`config.mk`:
```
export PLATFORM = sky130hd
export DESIGN_NAME = mod_reduct_mersenne_arb
export DESIGN_NICKNAME = d
export VERILOG_FILES = /design/src/rtl/mod_reduct_mersenne_arb.sv
export SDC_FILE = /design/constraint.sdc
export NUM_CORES = 1
export LEC_CHECK = 0
export BUFFER_PORTS_ARGS = -buffer_cell sky130_fd_sc_hd__buf_2
export CAP_MARGIN = 30
export CORE_MARGIN = 2
export CORE_UTILIZATION = 35
export CTS_BUF_LIST = sky130_fd_sc_hd__clkbuf_2 sky130_fd_sc_hd__clkbuf_4 sky130_fd_sc_hd__clkbuf_8
export CTS_CLUSTER_SIZE = 16
export DETAILED_ROUTE_END_ITERATION = 7
export GPL_TIMING_DRIVEN = 0
export PLACE_DENSITY_LB_ADDON = 0.15
export SLEW_MARGIN = 20
export SYNTH_ARGS = -nofsm -noshare
export SYNTH_HDL_FRONTEND = slang
export SYNTH_SLANG_ARGS = --single-unit
```
`constraint.sdc`:
```
create_clock -name clk -period 15.85 [get_ports clk]
set_input_delay 1.585 -clock clk [delete_from_list [all_inputs] [get_ports clk]]
set_output_delay 1.585 -clock clk [all_outputs]
set_load 0.01 [all_outputs]
```
`src/rtl/mod_reduct_mersenne_arb.sv`:
```
// Shares one Mersenne (2^MOD_W-1) reduction core between NB_REQ requesters, with credit-reserved output FIFOs.
// Round-robin by default; define MOD_REDUCT_ARB_STRICT_PRIO_EN for fixed lowest-index priority.
module mod_reduct_mersenne_arb #(
  parameter int MOD_W     = 33,
  parameter int OP_W      = 67,
  parameter int NB_REQ    = 4,
  parameter int OUT_DEPTH = 4,
  parameter int IN_PIPE   = 1
) (
  input  logic                    clk,
  input  logic                    s_rst_n,
  input  logic [NB_REQ*OP_W-1:0]  in_a,
  input  logic [NB_REQ-1:0]       in_vld,
  output logic [NB_REQ-1:0]       in_rdy,
  output logic [NB_REQ*MOD_W-1:0] out_z,
  output logic [NB_REQ-1:0]       out_vld,
  input  logic [NB_REQ-1:0]       out_rdy,
  output logic                    busy
);

  localparam int ID_W  = (NB_REQ > 1) ? $clog2(NB_REQ) : 1;
  localparam int CRD_W = $clog2(OUT_DEPTH + 1);
  localparam int FP_W  = (OUT_DEPTH > 1) ? $clog2(OUT_DEPTH) : 1;
  localparam int EXT_W = 2*MOD_W + 2;
  localparam int S1_W  = MOD_W + 2;
  localparam int S2_W  = MOD_W + 1;

  // Three folds bound the sum below 2^MOD_W; the all-ones residue is the second encoding of zero.
  function automatic logic [MOD_W-1:0] mersenne_reduce(input logic [OP_W-1:0] a);
    logic [EXT_W-1:0] v_ext;
    logic [S1_W-1:0]  v_s1;
    logic [S2_W-1:0]  v_s2;
    logic [MOD_W-1:0] v_s3;
    v_ext = EXT_W'(a);
    v_s1  = S1_W'(v_ext[MOD_W-1:0]) + S1_W'(v_ext[2*MOD_W-1:MOD_W]) + S1_W'(v_ext[EXT_W-1:2*MOD_W]);
    v_s2  = S2_W'(v_s1[MOD_W-1:0]) + S2_W'(v_s1[S1_W-1:MOD_W]);
    v_s3  = v_s2[MOD_W-1:0] + MOD_W'(v_s2[MOD_W]);
    return (v_s3 == {MOD_W{1'b1}}) ? '0 : v_s3;
  endfunction

  function automatic logic [FP_W-1:0] fifo_next(input logic [FP_W-1:0] p);
    return (p == FP_W'(OUT_DEPTH - 1)) ? '0 : p + 1'b1;
  endfunction

  logic [OP_W-1:0]  w_a_arr [NB_REQ];
  logic [NB_REQ-1:0] w_elig, w_acc, w_push, w_pop;
  logic              w_gnt_vld;
  logic [ID_W-1:0]   w_gnt_idx;

  logic [CRD_W-1:0]  r_credit [NB_REQ];
  logic [CRD_W-1:0]  r_cnt    [NB_REQ];
  logic [FP_W-1:0]   r_wp     [NB_REQ];
  logic [FP_W-1:0]   r_rp     [NB_REQ];
  logic [MOD_W-1:0]  r_mem    [NB_REQ][OUT_DEPTH];

  logic              r_d_avail, r_o_avail, r_busy;
  logic [OP_W-1:0]   r_d_a;
  logic [ID_W-1:0]   r_d_side, r_o_side;
  logic [MOD_W-1:0]  r_o_z;
  logic              w_c_avail;
  logic [OP_W-1:0]   w_c_a;
  logic [ID_W-1:0]   w_c_side;

  always_comb begin
    for (int i = 0; i < NB_REQ; i++) begin
      w_a_arr[i] = in_a[i*OP_W +: OP_W];
      w_elig[i]  = in_vld[i] && (r_credit[i] != '0);
    end
  end

`ifdef MOD_REDUCT_ARB_STRICT_PRIO_EN
  always_comb begin
    w_gnt_vld = 1'b0;
    w_gnt_idx = '0;
    for (int k = NB_REQ - 1; k >= 0; k--) begin
      if (w_elig[k]) begin
        w_gnt_vld = 1'b1;
        w_gnt_idx = ID_W'(k);
      end
    end
  end
`else
  logic [ID_W-1:0] r_ptr;

  // Descending scan so the candidate closest to the pointer is the last, winning, assignment.
  always_comb begin
    int v_idx;
    w_gnt_vld = 1'b0;
    w_gnt_idx = '0;
    v_idx     = 0;
    for (int k = NB_REQ - 1; k >= 0; k--) begin
      v_idx = int'(r_ptr) + k;
      if (v_idx >= NB_REQ) v_idx = v_idx - NB_REQ;
      if (w_elig[v_idx]) begin
        w_gnt_vld = 1'b1;
        w_gnt_idx = ID_W'(v_idx);
      end
    end
  end

  always_ff @(posedge clk or negedge s_rst_n) begin
    if (!s_rst_n) r_ptr <= '0;
    else if (w_gnt_vld) r_ptr <= (w_gnt_idx == ID_W'(NB_REQ - 1)) ? '0 : w_gnt_idx + 1'b1;
  end
`endif

  always_comb begin
    in_rdy  = '0;
    w_acc   = '0;
    w_push  = '0;
    out_vld = '0;
    for (int i = 0; i < NB_REQ; i++) begin
      in_rdy[i]  = w_gnt_vld && (w_gnt_idx == ID_W'(i));
      w_acc[i]   = w_gnt_vld && (w_gnt_idx == ID_W'(i)) && in_vld[i];
      w_push[i]  = r_o_avail && (r_o_side == ID_W'(i));
      out_vld[i] = (r_cnt[i] != '0);
    end
  end

  always_comb begin
    w_pop = '0;
    out_z = '0;
    for (int i = 0; i < NB_REQ; i++) begin
      w_pop[i] = out_vld[i] && out_rdy[i];
      out_z[i*MOD_W +: MOD_W] = out_vld[i] ? r_mem[i][r_rp[i]] : '0;
    end
  end

  always_ff @(posedge clk or negedge s_rst_n) begin
    if (!s_rst_n) begin
      r_d_avail <= 1'b0;
      r_d_a     <= '0;
      r_d_side  <= '0;
    end else begin
      r_d_avail <= |w_acc;
      r_d_a     <= w_a_arr[w_gnt_idx];
      r_d_side  <= w_gnt_idx;
    end
  end

  generate
    if (IN_PIPE != 0) begin : g_in_pipe
      logic            r_c_avail;
      logic [OP_W-1:0] r_c_a;
      logic [ID_W-1:0] r_c_side;
      always_ff @(posedge clk or negedge s_rst_n) begin
        if (!s_rst_n) begin
          r_c_avail <= 1'b0;
          r_c_a     <= '0;
          r_c_side  <= '0;
        end else begin
          r_c_avail <= r_d_avail;
          r_c_a     <= r_d_a;
          r_c_side  <= r_d_side;
        end
      end
      assign w_c_avail = r_c_avail;
      assign w_c_a     = r_c_a;
      assign w_c_side  = r_c_side;
    end else begin : g_no_in_pipe
      assign w_c_avail = r_d_avail;
      assign w_c_a     = r_d_a;
      assign w_c_side  = r_d_side;
    end
  endgenerate

  always_ff @(posedge clk or negedge s_rst_n) begin
    if (!s_rst_n) begin
      r_o_avail <= 1'b0;
      r_o_z     <= '0;
      r_o_side  <= '0;
      r_busy    <= 1'b0;
    end else begin
      r_o_avail <= w_c_avail;
      r_o_z     <= mersenne_reduce(w_c_a);
      r_o_side  <= w_c_side;
      r_busy    <= (|w_acc) || r_d_avail || w_c_avail || r_o_avail || (|out_vld);
    end
  end

  // Credit is taken at grant and returned at pop, so a push never meets a full FIFO.
  always_ff @(posedge clk or negedge s_rst_n) begin
    if (!s_rst_n) begin
      for (int i = 0; i < NB_REQ; i++) begin
        r_credit[i] <= CRD_W'(OUT_DEPTH);
        r_cnt[i]    <= '0;
        r_wp[i]     <= '0;
        r_rp[i]     <= '0;
      end
    end else begin
      for (int i = 0; i < NB_REQ; i++) begin
        if (w_acc[i] && !w_pop[i]) r_credit[i] <= r_credit[i] - 1'b1;
        else if (!w_acc[i] && w_pop[i]) r_credit[i] <= r_credit[i] + 1'b1;
        if (w_push[i] && !w_pop[i]) r_cnt[i] <= r_cnt[i] + 1'b1;
        else if (!w_push[i] && w_pop[i]) r_cnt[i] <= r_cnt[i] - 1'b1;
        if (w_push[i]) r_wp[i] <= fifo_next(r_wp[i]);
        if (w_pop[i]) r_rp[i] <= fifo_next(r_rp[i]);
      end
    end
  end

  always_ff @(posedge clk) begin
    for (int i = 0; i < NB_REQ; i++) begin
      if (w_push[i]) r_mem[i][r_wp[i]] <= r_o_z;
    end
  end

  assign busy = r_busy;

endmodule

```
==> Word level (Yosys, flattened, before mapping) <==
Memories as Yosys holds them, arrays and structs flattened.
Cells that the tools add are included.
W data, S select, Z words.
{ "word_totals": {"register_bits": 219, "mem_bits_rw": 528, "in_bits": 278, "out_inout_bits": 141, "word_cells": 282, "mem_count": 1} }
{ "mem_list": {"columns": ["memory", "words", "word_bits", "read_ports", "rd_ports_with_merged_regs", "wr", "line", "text"], "rows": [
  ["r_mem", 4, 132, 4, 0, 1, "54", "logic [MOD_W-1:0] r_mem [NB_REQ][OUT_DEPTH];"]
]} }
{ "op_classes": {"n_addsub": 36, "n_lt_le_gt_ge": 21, "n_eq_ne": 15, "n_mux": 94, "bitwise_logic": 9, "n_reduce_logical": 79} }
{ "op_table": {"columns": ["operator", "n"], "rows": [
  ["$mux W132", 10],
  ["$mux W33", 17],
  ["$reduce_or A132 Y1", 3],
  ["$bmux W33 S2", 4],
  ["$demux W33 S2", 4],
  ["$bmux W67 S2", 1],
  ["$mux W67", 2],
  ["$lt A32 B4 Y1 const B", 4],
  ["$mux W32", 4],
  ["$mux W3", 16],
  ["$logic_and A1 B1 Y1", 40],
  ["$ge A3 B3 Y1 const B", 12],
  ["$add A34 B1 Y35", 1],
  ["$add A33 B2 Y34", 1],
  ["$add A33 B33 Y34", 1],
  ["$add A33 B1 Y33", 1],
  ["$eq A33 B33 Y1 const B", 1],
  ["$mux W2", 16],
  ["$not A2 Y3", 9],
  ["$add A3 B1 Y3 const B", 8],
  ["$eq A2 B2 Y1 const B", 12],
  ["$reduce_bool A3 Y1", 8],
  ["$sub A3 B1 Y3 const B", 8],
  ["$add A2 B1 Y2 const B", 9],
  ["other kinds (14)", 62]
]} }

==> Longest topological paths before layout <==
Gate-level depths: netlist of the first run.
{ "logic_depth": {"word_depth": 18, "ltp_mapped": 37, "ltp_nobuf": 33} }

==> Worst setup path before layout of the first run <==
No wires, ideal clock.
{ "synth_timing": {"path_kind": "register -> register", "from": "register g_in_pipe.r_c_a[8]", "to": "register r_o_z[31]", "setup_time_ns": 0.120, "arrival_time_ns": 7.389, "t_required_ns": 15.730, "path_slack_ns": 8.342, "stages_incl_launch_ff": 35, "n_path_buf": 3, "period_less_slack_ns": 7.508, "path_cell_list": "dfrtp_1 > ha_1 > buf_2 > nand4_1 > nor3_1 > and3_4 > o31a_1 > o21ai_0 > a21boi_0 > o21ai_0 > nand2b_1 > a21o_1 > a21o_1 > ha_1 > nand2b_1 > nor2b_1 > clkbuf_1 > nand3_1 > nor3_1 > and4_1 > nand3_1 > or4_1 > nor2_1 > ha_1 > and3_1 > clkbuf_1 > o21ai_0 > a21oi_4 > nand2_2 > or3_1 > or4_4 > o31ai_2 > nand3_1 > or4_4 > and3_1"} }
{ "synth_between": {"elab_chain_cells": 6} }
{ "synth_rtl": {"columns": ["element", "line", "text"], "rows": [
  ["start: declaration", "144", "logic [OP_W-1:0] r_c_a;"],
  ["start signal: assignment", "153", "r_c_a <= r_d_a;"],
  ["$add A33 B33 Y34 (*)", "35", "v_s1 = S1_W'(v_ext[MOD_W-1:0]) + S1_W'(v_ext[2*MOD_W-1:MOD_W]) + S1_W'(v_ext[EXT_W-1:2*MOD_W]);"],
  ["$add A34 B1 Y35 (*)", "35", null],
  ["$add A33 B2 Y34 (*)", "36", "v_s2 = S2_W'(v_s1[MOD_W-1:0]) + S2_W'(v_s1[S1_W-1:MOD_W]);"],
  ["$add A33 B1 Y33 (*)", "37", "v_s3 = v_s2[MOD_W-1:0] + MOD_W'(v_s2[MOD_W]);"],
  ["$eq A33 B33 Y1", "38", "return (v_s3 == {MOD_W{1'b1}}) ? '0 : v_s3;"],
  ["$mux W33 (*)", "38", null],
  ["end signal: assignment", "175", "r_o_z <= mersenne_reduce(w_c_a);"],
  ["end: declaration", "59", "logic [MOD_W-1:0] r_o_z;"]
]} }
Every way passes the cells marked *; elsewhere a longest branch is shown, timed or not.
A chain may end at the register's enable or synchronous reset.

==> Worst setup path after layout of the first run <==
{ "layout_timing": {"from": "register g_in_pipe.r_c_a[16]", "to": "register r_o_z[30]"} }
Same word-level chain as after synthesis.

==> results.py, run 1 <==
metrics = {
    "outcome": {
        "status": "complete, no violations",
    },
    "route": {
        "drt-wirelength-per-cell_um": 20.6,
        "route.detailed.vias_per_inst": 4.97,
        "detail_route.drc_violations": 0,
        "firstDrtPassIters": 5,
        "drt-initial-drc-count": 1227,
        "routed_wirelength_um": 89100,
        "via_count": 21456,
        "final_antenna_net_count": 0,
    },
    "global_routing": {
        "grt_first_pass_wirelength_um": 134000,
        "grtUsageMet2_pct": 31.8,
        "groute.layer.met3.usage_pct": 3.47,
        "first_global_vias": 23075,
        "initial_antenna_violation_count": 6,
        "grt.overflow.total": 0,
        "groute.layer.met1.usage_pct": 21.9,
        "global_route_usage_over_all_layers_pct": 18.1,
        "grt_max_degree": 108,
        "globalRoute.busiestLayer": "met2",
    },
    "critical_path": {
        "cp.required_ps": 16450,
        "reg2reg_setup_slack_ps": 6330,
        "timing.setup.critical_path_class": "reg2reg",
        "timing.critical_path.buf_inv": 4,
        "worst_flop_to_flop_path_endpoint": "r_o_z[30]",
        "reg2reg_from": "g_in_pipe.r_c_a[16]",
        "path_delay_family": "simple AND/OR/NAND/NOR gates",
        "slowest_stage": "sky130_fd_sc_hd__o21ai_0",
        "worst-path-stages": 34,
        "worstPathMaxFanout": 10,
        "crit_path_max_incr_delay_ps": 640,
        "worstSetupEndpoint": "r_o_z[30]",
        "timing.critical_path.from_type": "flop",
        "number_of_cell_instances_on_the_worst_register_to_register_path": 34,
        "cp_data_arrival_time_ps": 10120,
        "crit_start": "g_in_pipe.r_c_a[16]",
        "crit_path_frequent_cell": "sky130_fd_sc_hd__o21ai_0",
        "kind_of_end_point_of_the_critical_path": "flop",
    },
    "clock_network": {
        "cts_hold_buffers": 0,
        "clock_tree.buffer_depth": 3,
        "cts_num_sinks": 747,
        "resized_after_cts": 0,
        "clk_latency_ps": 760,
        "clockRootBuffer": "sky130_fd_sc_hd__clkbuf_8",
        "post-cts-setup-buffer-count": 0,
        "clock_tree.htree_level_count": 4,
        "tritoncts": "built",
        "cts_made_buffers": 130,
        "clk_pin_slew_worst_paths_ps": 50,
    },
    "pwr": {
        "power.leakage_nw": 15.4,
        "peakVddDrop_mv": 0.0578,
        "cellPowerDensity_nw_per_um2": 121,
    },
    "synth": {
        "mappedNetlistNets": 2727,
        "netlist.area_leader.share_pct": 47.5,
        "ys.flop_type": "sky130_fd_sc_hd__edfxtp_1",
        "yosys-top-cells-area": "sky130_fd_sc_hd__edfxtp_1, sky130_fd_sc_hd__dfrtp_1, sky130_fd_sc_hd__mux4_2",
        "synth-edff-count": 528,
        "synthArstFlopShare_pct": 29.3,
        "synth_largest_area_cell": "sky130_fd_sc_hd__edfxtp_1",
        "ys_warn_count": 0,
        "synth-seq-cells": 747,
        "synth.cell_area_um2": 33400,
        "postSynthCellCount": 2371,
        "post_synth_num_cell_types": 94,
        "yosysSeqAreaShare_pct": 63.9,
        "syn-mean-instance-area_um2": 14.1,
    },
    "final_layout": {
        "layout-drive-gt1-share_pct": 28.7,
        "finalCoreUtilization_pct": 42.4,
        "final-instance-count-excl-fill": 4316,
        "finalInstanceArea_um2": 40200,
        "area_growth_pct": 20.4,
        "finish.net_count": 3306,
        "layout_common_cells": "sky130_fd_sc_hd__edfxtp_1, sky130_fd_sc_hd__buf_2, sky130_fd_sc_hd__nand2_1, sky130_fd_sc_hd__dfrtp_1, sky130_fd_sc_hd__and2_1",
        "mostFrequentLayoutCell": "sky130_fd_sc_hd__edfxtp_1",
    },
    "die": {
        "initial_core_util_pct": 35.2,
        "dieArea_um2": 98000,
        "fp-row-count": 113,
        "die_height_um": 313,
        "core_area_um2": 94900,
        "die_w_um": 313,
        "count_of_boundary_i_o_pins": 419,
    },
    "hold_path": {
        "hold_removal_path_class": "reg2reg",
    },
    "timing": {
        "report.final.setup_viol": 0,
        "worst-slew-pin-transition_ps": 1010,
        "finalCriticalPeriod_ps": 9520,
        "finalCritPeriodShare_pct": 60.1,
        "worst_clock_skew_ps": 37.1,
        "grt_setup_unrepaired": "no",
        "finalSetupTns_ps": 0,
        "timing.final.hold_violations": 0,
        "worst_hold_slack_ps": 343,
        "maxSlewHeadroom_pct": 32.9,
        "max_slew_violation_total_from_the_final_report": 0,
        "max_freq_mhz": 105,
    },
    "placement": {
        "post-dp-hpwl_um": 65800,
        "placed_cell_area_um2": 37600,
        "numPlacedInstances": 4079,
        "numPortBuffers": 418,
        "globalplace.congestion": 0.904,
    },
    "flow_run": {
        "cap_violations": 0,
    },
}
[per-layer routing]
layer	part of all wire (%)	vias up
li1	-	10063
met1	41	10533
met2	51	685
met3	5.0	171
met4	3.5	4
met5	0.029	-
[through the flow]
step                setup slack (ps)  power [W]
finish                          6330    0.00489
global route                    5400    0.00513
CTS                             6210    0.00496
detailed placement              6260    0.00320
global placement                6340    0.00316
floorplan                       8340    0.00285
[synthesized netlist by cell type, types with 10 or more instances]
| library cell | n |
|---|---|
| sky130_fd_sc_hd__nor3_1 | 29 |
| sky130_fd_sc_hd__buf_1 | 18 |
| sky130_fd_sc_hd__and3_1 | 80 |
| sky130_fd_sc_hd__a21o_1 | 26 |
| sky130_fd_sc_hd__a21oi_1 | 39 |
| sky130_fd_sc_hd__and2_1 | 172 |
| sky130_fd_sc_hd__xor2_1 | 36 |
| sky130_fd_sc_hd__o211ai_1 | 18 |
| sky130_fd_sc_hd__or3_1 | 18 |
| sky130_fd_sc_hd__a31oi_1 | 74 |
| sky130_fd_sc_hd__nand3_1 | 25 |
| sky130_fd_sc_hd__fa_1 | 10 |
| sky130_fd_sc_hd__inv_1 | 33 |
| sky130_fd_sc_hd__edfxtp_1 | 528 |
| sky130_fd_sc_hd__nand4_1 | 22 |
| sky130_fd_sc_hd__nor4_1 | 15 |
| sky130_fd_sc_hd__mux4_2 | 132 |
| sky130_fd_sc_hd__ha_1 | 68 |
| sky130_fd_sc_hd__clkbuf_1 | 86 |
| sky130_fd_sc_hd__dfrtp_1 | 215 |
| sky130_fd_sc_hd__o21ai_0 | 42 |
| sky130_fd_sc_hd__nor2_1 | 90 |
| sky130_fd_sc_hd__nand2_1 | 344 |
| sky130_fd_sc_hd__xnor2_1 | 57 |
[report_power, final]
group / switching (W) / internal (W)
clock network: 0.000774 / 0.000969
registers: 0.000130 / 0.00227
logic: 0.000426 / 0.000319
total: 0.00133 / 0.00356
[flip-flops by register name (all words and copies together), names as in the netlist, 2 cells and up]
name and flops:
g_in_pipe.r_c_side 2, r_cnt 12, r_mem 528, r_ptr 2, r_d_a 67, r_d_side 2, r_o_z 33, r_credit 12
g_in_pipe.r_c_a 67, r_wp 8, r_o_side 2, r_rp 8
[how the worst min path moves through the flow]
stage | start | end | slack, ps | cells after the start
after floorplan | r_d_a[0] | g_in_pipe.r_c_a[0] | 330 | 0
after global placement | r_d_a[52] | g_in_pipe.r_c_a[52] | 340 | 0
after detailed placement | r_d_a[12] | g_in_pipe.r_c_a[12] | 330 | 0
after CTS | r_d_a[29] | g_in_pipe.r_c_a[29] | 330 | 0
after global routing | r_d_a[29] | g_in_pipe.r_c_a[29] | 350 | 0
final | r_d_a[62] | g_in_pipe.r_c_a[62] | 340 | 0
[cell families after synthesis]
group / after synthesis / share of synthesized area, %
DFF: 747 / 63.9
muxes: 148 / 9.41
and+or+nand+nor: 868 / 13.3
AOI/OAI and AO/OA: 288 / 6.01
buffers and inverters: 147 / 1.70
xor gates and xnor gates: 94 / 2.51
adders and majority gates: 79 / 3.18
[area by class of cell]
class / count / area (um^2)
Antenna cell: 2 / 5.00
Buffer: 112 / 437
Clock buffer: 193 / 2340
Clock inverter: 38 / 282
Fill cell: 8803 / 54600
Inverter: 35 / 131
Multi-Input combinational cell: 1477 / 11500
Sequential cell: 747 / 21300
Tap cell: 1265 / 1580
Timing Repair Buffer: 447 / 2600
Note: power is estimated with default switching activity, not from simulation.
==> inputs of run 2 (changes only) <==
==> constraint.sdc (replaced) <==
create_clock -name clk -period 8.9 [get_ports clk]
set_input_delay 0.89 -clock clk [delete_from_list [all_inputs] [get_ports clk]]
set_output_delay 0.89 -clock clk [all_outputs]
set_load 0.01 [all_outputs]
==> run 2 against run 1 <==
  * Via count decreased by 0.24%
  * Critical path type unchanged
  * Critical endpoint is now r_o_z[31]
  * Die area stayed put
  * Clock power increased by 78%
==> results.py, run 2 (synthesized netlist as in run 1, its figures left out) <==
metrics = {
    "outcome": {
        "status": "complete, no violations",
    },
    "final_layout": {
        "layout-drive-gt1-share_pct": 29.2,
        "area_growth_pct": 20.8,
        "finish.net_count": 3313,
        "mostFrequentLayoutCell": "sky130_fd_sc_hd__edfxtp_1",
        "final-instance-count-excl-fill": 4324,
        "layout_common_cells": "sky130_fd_sc_hd__edfxtp_1, sky130_fd_sc_hd__buf_2, sky130_fd_sc_hd__nand2_1, sky130_fd_sc_hd__dfrtp_1, sky130_fd_sc_hd__and2_1",
        "fillers": 8804,
        "finalInstanceArea_um2": 40400,
        "largest_register_ffs": 528,
    },
    "critical_path": {
        "timing.critical_path.from_type": "flop",
        "kind_of_end_point_of_the_critical_path": "flop",
        "slowest_stage": "sky130_fd_sc_hd__or4_1",
        "worstPathMaxFanout": 10,
        "reg2reg_from": "g_in_pipe.r_c_a[41]",
        "crit_path_frequent_cell": "sky130_fd_sc_hd__ha_1",
        "crit_start": "g_in_pipe.r_c_a[41]",
        "timing.setup.critical_path_class": "reg2reg",
        "cp_data_arrival_time_ps": 8860,
        "crit_path_max_incr_delay_ps": 630,
        "cp.required_ps": 9510,
    },
    "placement": {
        "placed_cell_area_um2": 37600,
        "globalplace.congestion": 0.904,
        "numPlacedInstances": 4079,
        "numPortBuffers": 418,
        "post-dp-hpwl_um": 65800,
    },
    "route": {
        "m1WireLength_um": 36500,
        "route.detailed.vias_per_inst": 4.95,
        "via_count": 21405,
        "top_layer": "met5",
        "routed_wirelength_um": 89200,
        "route.met2.wl_um": 45200,
        "drt-initial-drc-count": 1200,
        "final_antenna_net_count": 0,
        "firstDrtPassIters": 7,
        "wl_met3_um": 4340,
        "drt-wirelength-per-cell_um": 20.6,
        "detail_route.drc_violations": 0,
    },
    "clock_network": {
        "cts_made_buffers": 130,
        "clock_tree.htree_level_count": 4,
        "tritoncts": "built",
        "clockRootBuffer": "sky130_fd_sc_hd__clkbuf_8",
        "cts_num_sinks": 747,
        "clk_latency_ps": 760,
        "clk_pin_slew_worst_paths_ps": 60,
        "clock_tree.buffer_depth": 3,
    },
    "die": {
        "fp-row-count": 113,
        "die_height_um": 313,
        "initial_core_util_pct": 35.2,
        "dieArea_um2": 98000,
        "die_w_um": 313,
        "count_of_boundary_i_o_pins": 419,
        "core_area_um2": 94900,
    },
    "global_routing": {
        "grt_first_pass_wirelength_um": 134000,
        "grt.overflow.total": 0,
        "initial_antenna_violation_count": 6,
        "grt_max_degree": 108,
        "global_route_usage_over_all_layers_pct": 18.1,
        "first_global_vias": 23096,
    },
    "pwr": {
        "power.share.clock_pct": 35.6,
        "power.leakage_nw": 15.4,
        "cellPowerDensity_nw_per_um2": 216,
        "int_power_w": 0.00634,
        "power_switching_w": 0.00237,
        "power_after_layout_w": 0.00871,
        "power.share.sequential_pct": 49.1,
        "peakVddDrop_mv": 0.104,
        "power.share.switching_pct": 27.2,
        "power_frac_comb_pct": 15.3,
    },
    "timing": {
        "timing.final.hold_violations": 0,
        "finalCriticalPeriod_ps": 8260,
        "max_freq_mhz": 121,
        "worst_clock_skew_ps": 39.4,
        "maxSlewHeadroom_pct": 33.2,
        "finalCritPeriodShare_pct": 92.8,
        "worst-slew-pin-transition_ps": 1000,
        "max_slew_violation_total_from_the_final_report": 0,
        "report.final.setup_viol": 0,
    },
    "hold_path": {
        "hold_removal_path_class": "reg2reg",
        "hp-start": "r_d_a[62]",
    },
    "flow_run": {
        "cap_violations": 0,
    },
}
==> run 2: changes by cell type in the layout (fill, tap and decap cells not counted), moves of 2 or more <==
cell	change
sky130_fd_sc_hd__nand3_1	-2
sky130_fd_sc_hd__o21ai_1	+3
sky130_fd_sc_hd__clkbuf_1	-3
sky130_fd_sc_hd__nor3_1	-2
sky130_fd_sc_hd__buf_4	+8
sky130_fd_sc_hd__o21ai_0	-4
sky130_fd_sc_hd__nand3_2	+2
==> run 2: timing repair <==
| item | 4_1_cts | 5_1_grt |
|---|---|---|
| pin swaps | 1 | 0 |
| setup endpoints to repair | 33 | 33 |
| resized for setup | 8 | 9 |
| setup buffers | 4 | 4 |
| hold buffers | 1 | 0 |
| hold endpoints to repair | 39 | 0 |
| gates cloned | 0 | 0 |
==> run 2: final cells by class <==
class | instances | area (um^2) | area share, %
flip-flops and latches | 747 | 21300 | 52.9
multi-input cells | 1477 | 11600 | 28.7
repair buffers | 456 | 2670 | 6.62
clock buffers | 193 | 2340 | 5.79
well taps | 1265 | 1580 | 3.92
plain buffers | 110 | 430 | 1.07
clock inverters | 38 | 282 | 0.697
inverters | 35 | 131 | 0.325
diodes | 3 | 7.51 | 0.0186
==> run 2: power by group through the flow <==
stage	logic (W)	clock network, W	registers (W)
2_1_floorplan	0.000843	0	0.00423
3_3_place_gp	0.00131	0	0.00433
3_5_place_dp	0.00135	0	0.00435
4_1_cts	0.00135	0.00320	0.00428
5_1_grt	0.00147	0.00336	0.00431
6_report	0.00133	0.00310	0.00428
==> run 2: metrics by stage <==
step | utilization, % | setup TNS [ps] | hold slack, ps | setup WS [ps]
2_1_floorplan | - | 0 | 331 | 1390
3_3_place_gp | 39.1 | -15340 | 336 | -611
3_5_place_dp | 39.6 | -18240 | 335 | -694
4_1_cts | 42.4 | 0 | 290 | 80.1
5_1_grt | 42.5 | -3.66 | 332 | -3.66
6_report | 42.5 | 0 | 343 | 645
==> run 2: worst max-delay path, delay by kind of cell (launching register included) <==
| family | cells | cell delay [ps] |
|---|---|---|
| AOI/OAI and AO/OA | 9 | 1610 |
| adders and majority gates | 4 | 890 |
| buffers and inverters | 2 | 440 |
| DFF | 1 | 400 |
| and+or+nand+nor | 18 | 4740 |
==> run 2: worst paths after layout <==
path                                       endpoint  slack [ps]  depth (start not counted)
min in group asynchronous                 r_d_a[57]         630                          2
worst min-delay path            g_in_pipe.r_c_a[62]         340                          0
worst max register to register            r_o_z[31]         640                         33
worst max-delay path                      r_o_z[31]         640                         33
worst min register to register  g_in_pipe.r_c_a[62]         340                          0
max in group asynchronous                 r_d_a[35]        7420                          3
==> run 2: per-layer routing <==
metal	track usage [%]	vias to the layer above
met5	0	-
met4	7.44	4
met3	3.45	173
met2	31.8	680
met1	21.9	10476
li1	-	10072
==> inputs of run 3 (changes only) <==
--- a/config.mk
+++ b/config.mk
@@ -8,7 +8,7 @@
 export BUFFER_PORTS_ARGS = -buffer_cell sky130_fd_sc_hd__buf_2
 export CAP_MARGIN = 30
 export CORE_MARGIN = 2
-export CORE_UTILIZATION = 35
+export CORE_UTILIZATION = 56
 export CTS_BUF_LIST = sky130_fd_sc_hd__clkbuf_2 sky130_fd_sc_hd__clkbuf_4 sky130_fd_sc_hd__clkbuf_8
 export CTS_CLUSTER_SIZE = 16
 export DETAILED_ROUTE_END_ITERATION = 7
==> run 3 against run 2 <==
  * Hold slack got worse by 240 ps
  * Sequential share of layout area increased by 1.5 points
  * Die area decreased by 37%
  * Critical endpoint is now r_o_z[2]
==> results.py, run 3 (synthesized netlist as in run 1, its figures left out) <==
metrics = {
    "global_routing": {
        "grt_first_pass_wirelength_um": 123000,
        "grt_max_degree": 107,
        "global_route_usage_over_all_layers_pct": 26.6,
        "initial_antenna_violation_count": 2,
        "first_global_vias": 22219,
        "grt.overflow.total": 0,
    },
    "clock_network": {
        "clk_pin_slew_worst_paths_ps": 60,
        "cts_num_sinks": 747,
        "clock_tree.buffer_depth": 3,
        "tritoncts": "built",
        "cts_made_buffers": 111,
        "cts_hold_buffers": 0,
        "clockRootBuffer": "sky130_fd_sc_hd__clkbuf_8",
        "clock_tree.htree_level_count": 3,
        "clk_latency_ps": 700,
    },
    "critical_path": {
        "cp.required_ps": 9450,
        "crit_path_frequent_cell": "sky130_fd_sc_hd__ha_1",
        "slowest_stage": "sky130_fd_sc_hd__or4_1",
        "crit_path_max_incr_delay_ps": 590,
        "cp_data_arrival_time_ps": 8900,
        "worstPathMaxFanout": 10,
        "reg2reg_from": "g_in_pipe.r_c_a[41]",
        "timing.critical_path.from_type": "flop",
        "worst_flop_to_flop_path_endpoint": "r_o_z[2]",
        "timing.setup.critical_path_class": "reg2reg",
        "number_of_cell_instances_on_the_worst_register_to_register_path": 33,
        "reg2reg_setup_slack_ps": 560,
        "crit_start": "g_in_pipe.r_c_a[41]",
        "kind_of_end_point_of_the_critical_path": "flop",
    },
    "pwr": {
        "power.leakage_nw": 15.2,
        "peakVddDrop_mv": 0.170,
        "power_after_layout_w": 0.00826,
        "cellPowerDensity_nw_per_um2": 210,
    },
    "timing": {
        "max_slew_violation_total_from_the_final_report": 0,
        "finalCritPeriodShare_pct": 93.7,
        "finalCriticalPeriod_ps": 8340,
        "report.final.setup_viol": 0,
        "grt_setup_unrepaired": "no",
        "max_freq_mhz": 120,
        "maxSlewHeadroom_pct": 41.7,
        "timing.final.hold_violations": 0,
        "worst_hold_slack_ps": 102,
        "worst_clock_skew_ps": 32.3,
        "worst-slew-pin-transition_ps": 875,
    },
    "route": {
        "firstDrtPassIters": 5,
        "final_antenna_net_count": 0,
        "drt-initial-drc-count": 1293,
        "route.detailed.vias_per_inst": 5.67,
        "detail_route.drc_violations": 0,
        "routed_wirelength_um": 81300,
        "via_count": 21505,
        "drt-wirelength-per-cell_um": 21.4,
    },
    "die": {
        "count_of_boundary_i_o_pins": 419,
        "fp-row-count": 89,
        "dieArea_um2": 61600,
        "die_w_um": 248,
        "core_area_um2": 59000,
        "initial_core_util_pct": 56.6,
        "die_height_um": 248,
    },
    "final_layout": {
        "finalCoreUtilization_pct": 66.5,
        "fillers": 4303,
        "layout_common_cells": "sky130_fd_sc_hd__edfxtp_1, sky130_fd_sc_hd__buf_2, sky130_fd_sc_hd__nand2_1, sky130_fd_sc_hd__dfrtp_1, sky130_fd_sc_hd__and2_1",
        "area_growth_pct": 17.5,
        "mostFrequentLayoutCell": "sky130_fd_sc_hd__edfxtp_1",
        "largest_register_ffs": 528,
        "finish.net_count": 3285,
        "layout-drive-gt1-share_pct": 28.0,
    },
    "hold_path": {
        "hold_removal_path_class": "in2async",
    },
    "flow_run": {
        "cap_violations": 0,
    },
    "outcome": {
        "status": "complete, no violations",
    },
    "placement": {
        "post-dp-hpwl_um": 60600,
        "numPortBuffers": 418,
        "globalplace.congestion": 0.978,
    },
}
run 3: worst max-delay path, delay by kind of cell (launching register included):
kind	cells	cell delay (ps)
adders and majority gates	4	880
and+or+nand+nor	18	4810
buffers and inverters	2	440
AOI/OAI and AO/OA	9	1700
DFF	1	370
run 3: metal layers:
layer	share of wire (%)	track usage, %	up-vias
li1	-	-	10011
met1	38	31.6	10594
met2	53	48.1	765
met3	5.6	4.06	133
met4	3.7	11.2	2
met5	0.0098	0	-
run 3: where the power goes:
group | internal, W | total (W) | switching [W]
combinational | 0.000572 | 0.00129 | 0.000721
clock | 0.00145 | 0.00269 | 0.00124
sequential | 0.00404 | 0.00427 | 0.000224
total | 0.00607 | 0.00826 | 0.00219
run 3: repair_timing:
action	CTS	global route
buffers inserted	4	3
pin swaps	1	1
endpoints found under the setup margin	33	33
resized for setup	7	11
run 3: worst max-delay path by stage:
stage                            to  slack, ps
after floorplan           r_o_z[31]       1390
after global placement    r_o_z[26]       -520
after detailed placement  r_o_z[25]       -600
after CTS                 r_o_z[25]         80
after global routing       r_o_z[2]         10
final                      r_o_z[2]        560
run 3: layout make-up:
cell class | count | area [um^2] | share of cell area, %
antenna | 1 | 2.50 | 0.00638
buffer | 109 | 427 | 1.09
clock buffer | 157 | 1970 | 5.01
clock inverter | 43 | 236 | 0.602
inverter | 35 | 131 | 0.335
multi-input combinational | 1477 | 11600 | 29.5
sequential | 747 | 21300 | 54.4
tap | 773 | 967 | 2.46
timing repair buffer | 448 | 2590 | 6.61
run 3: per-stage QoR:
step | area, um^2 | worst slack, ps | TNS, ps | std cells
final | 39300 | 557 | 0 | 3790
after global routing | 39300 | 14.0 | 0 | 3790
after CTS | 39200 | 78.9 | 0 | 3787
after detailed placement | 36900 | -595 | -15210 | 3583
after global placement | 36500 | -519 | -12610 | 3562
after floorplan | 33400 | 1390 | 0 | 2371
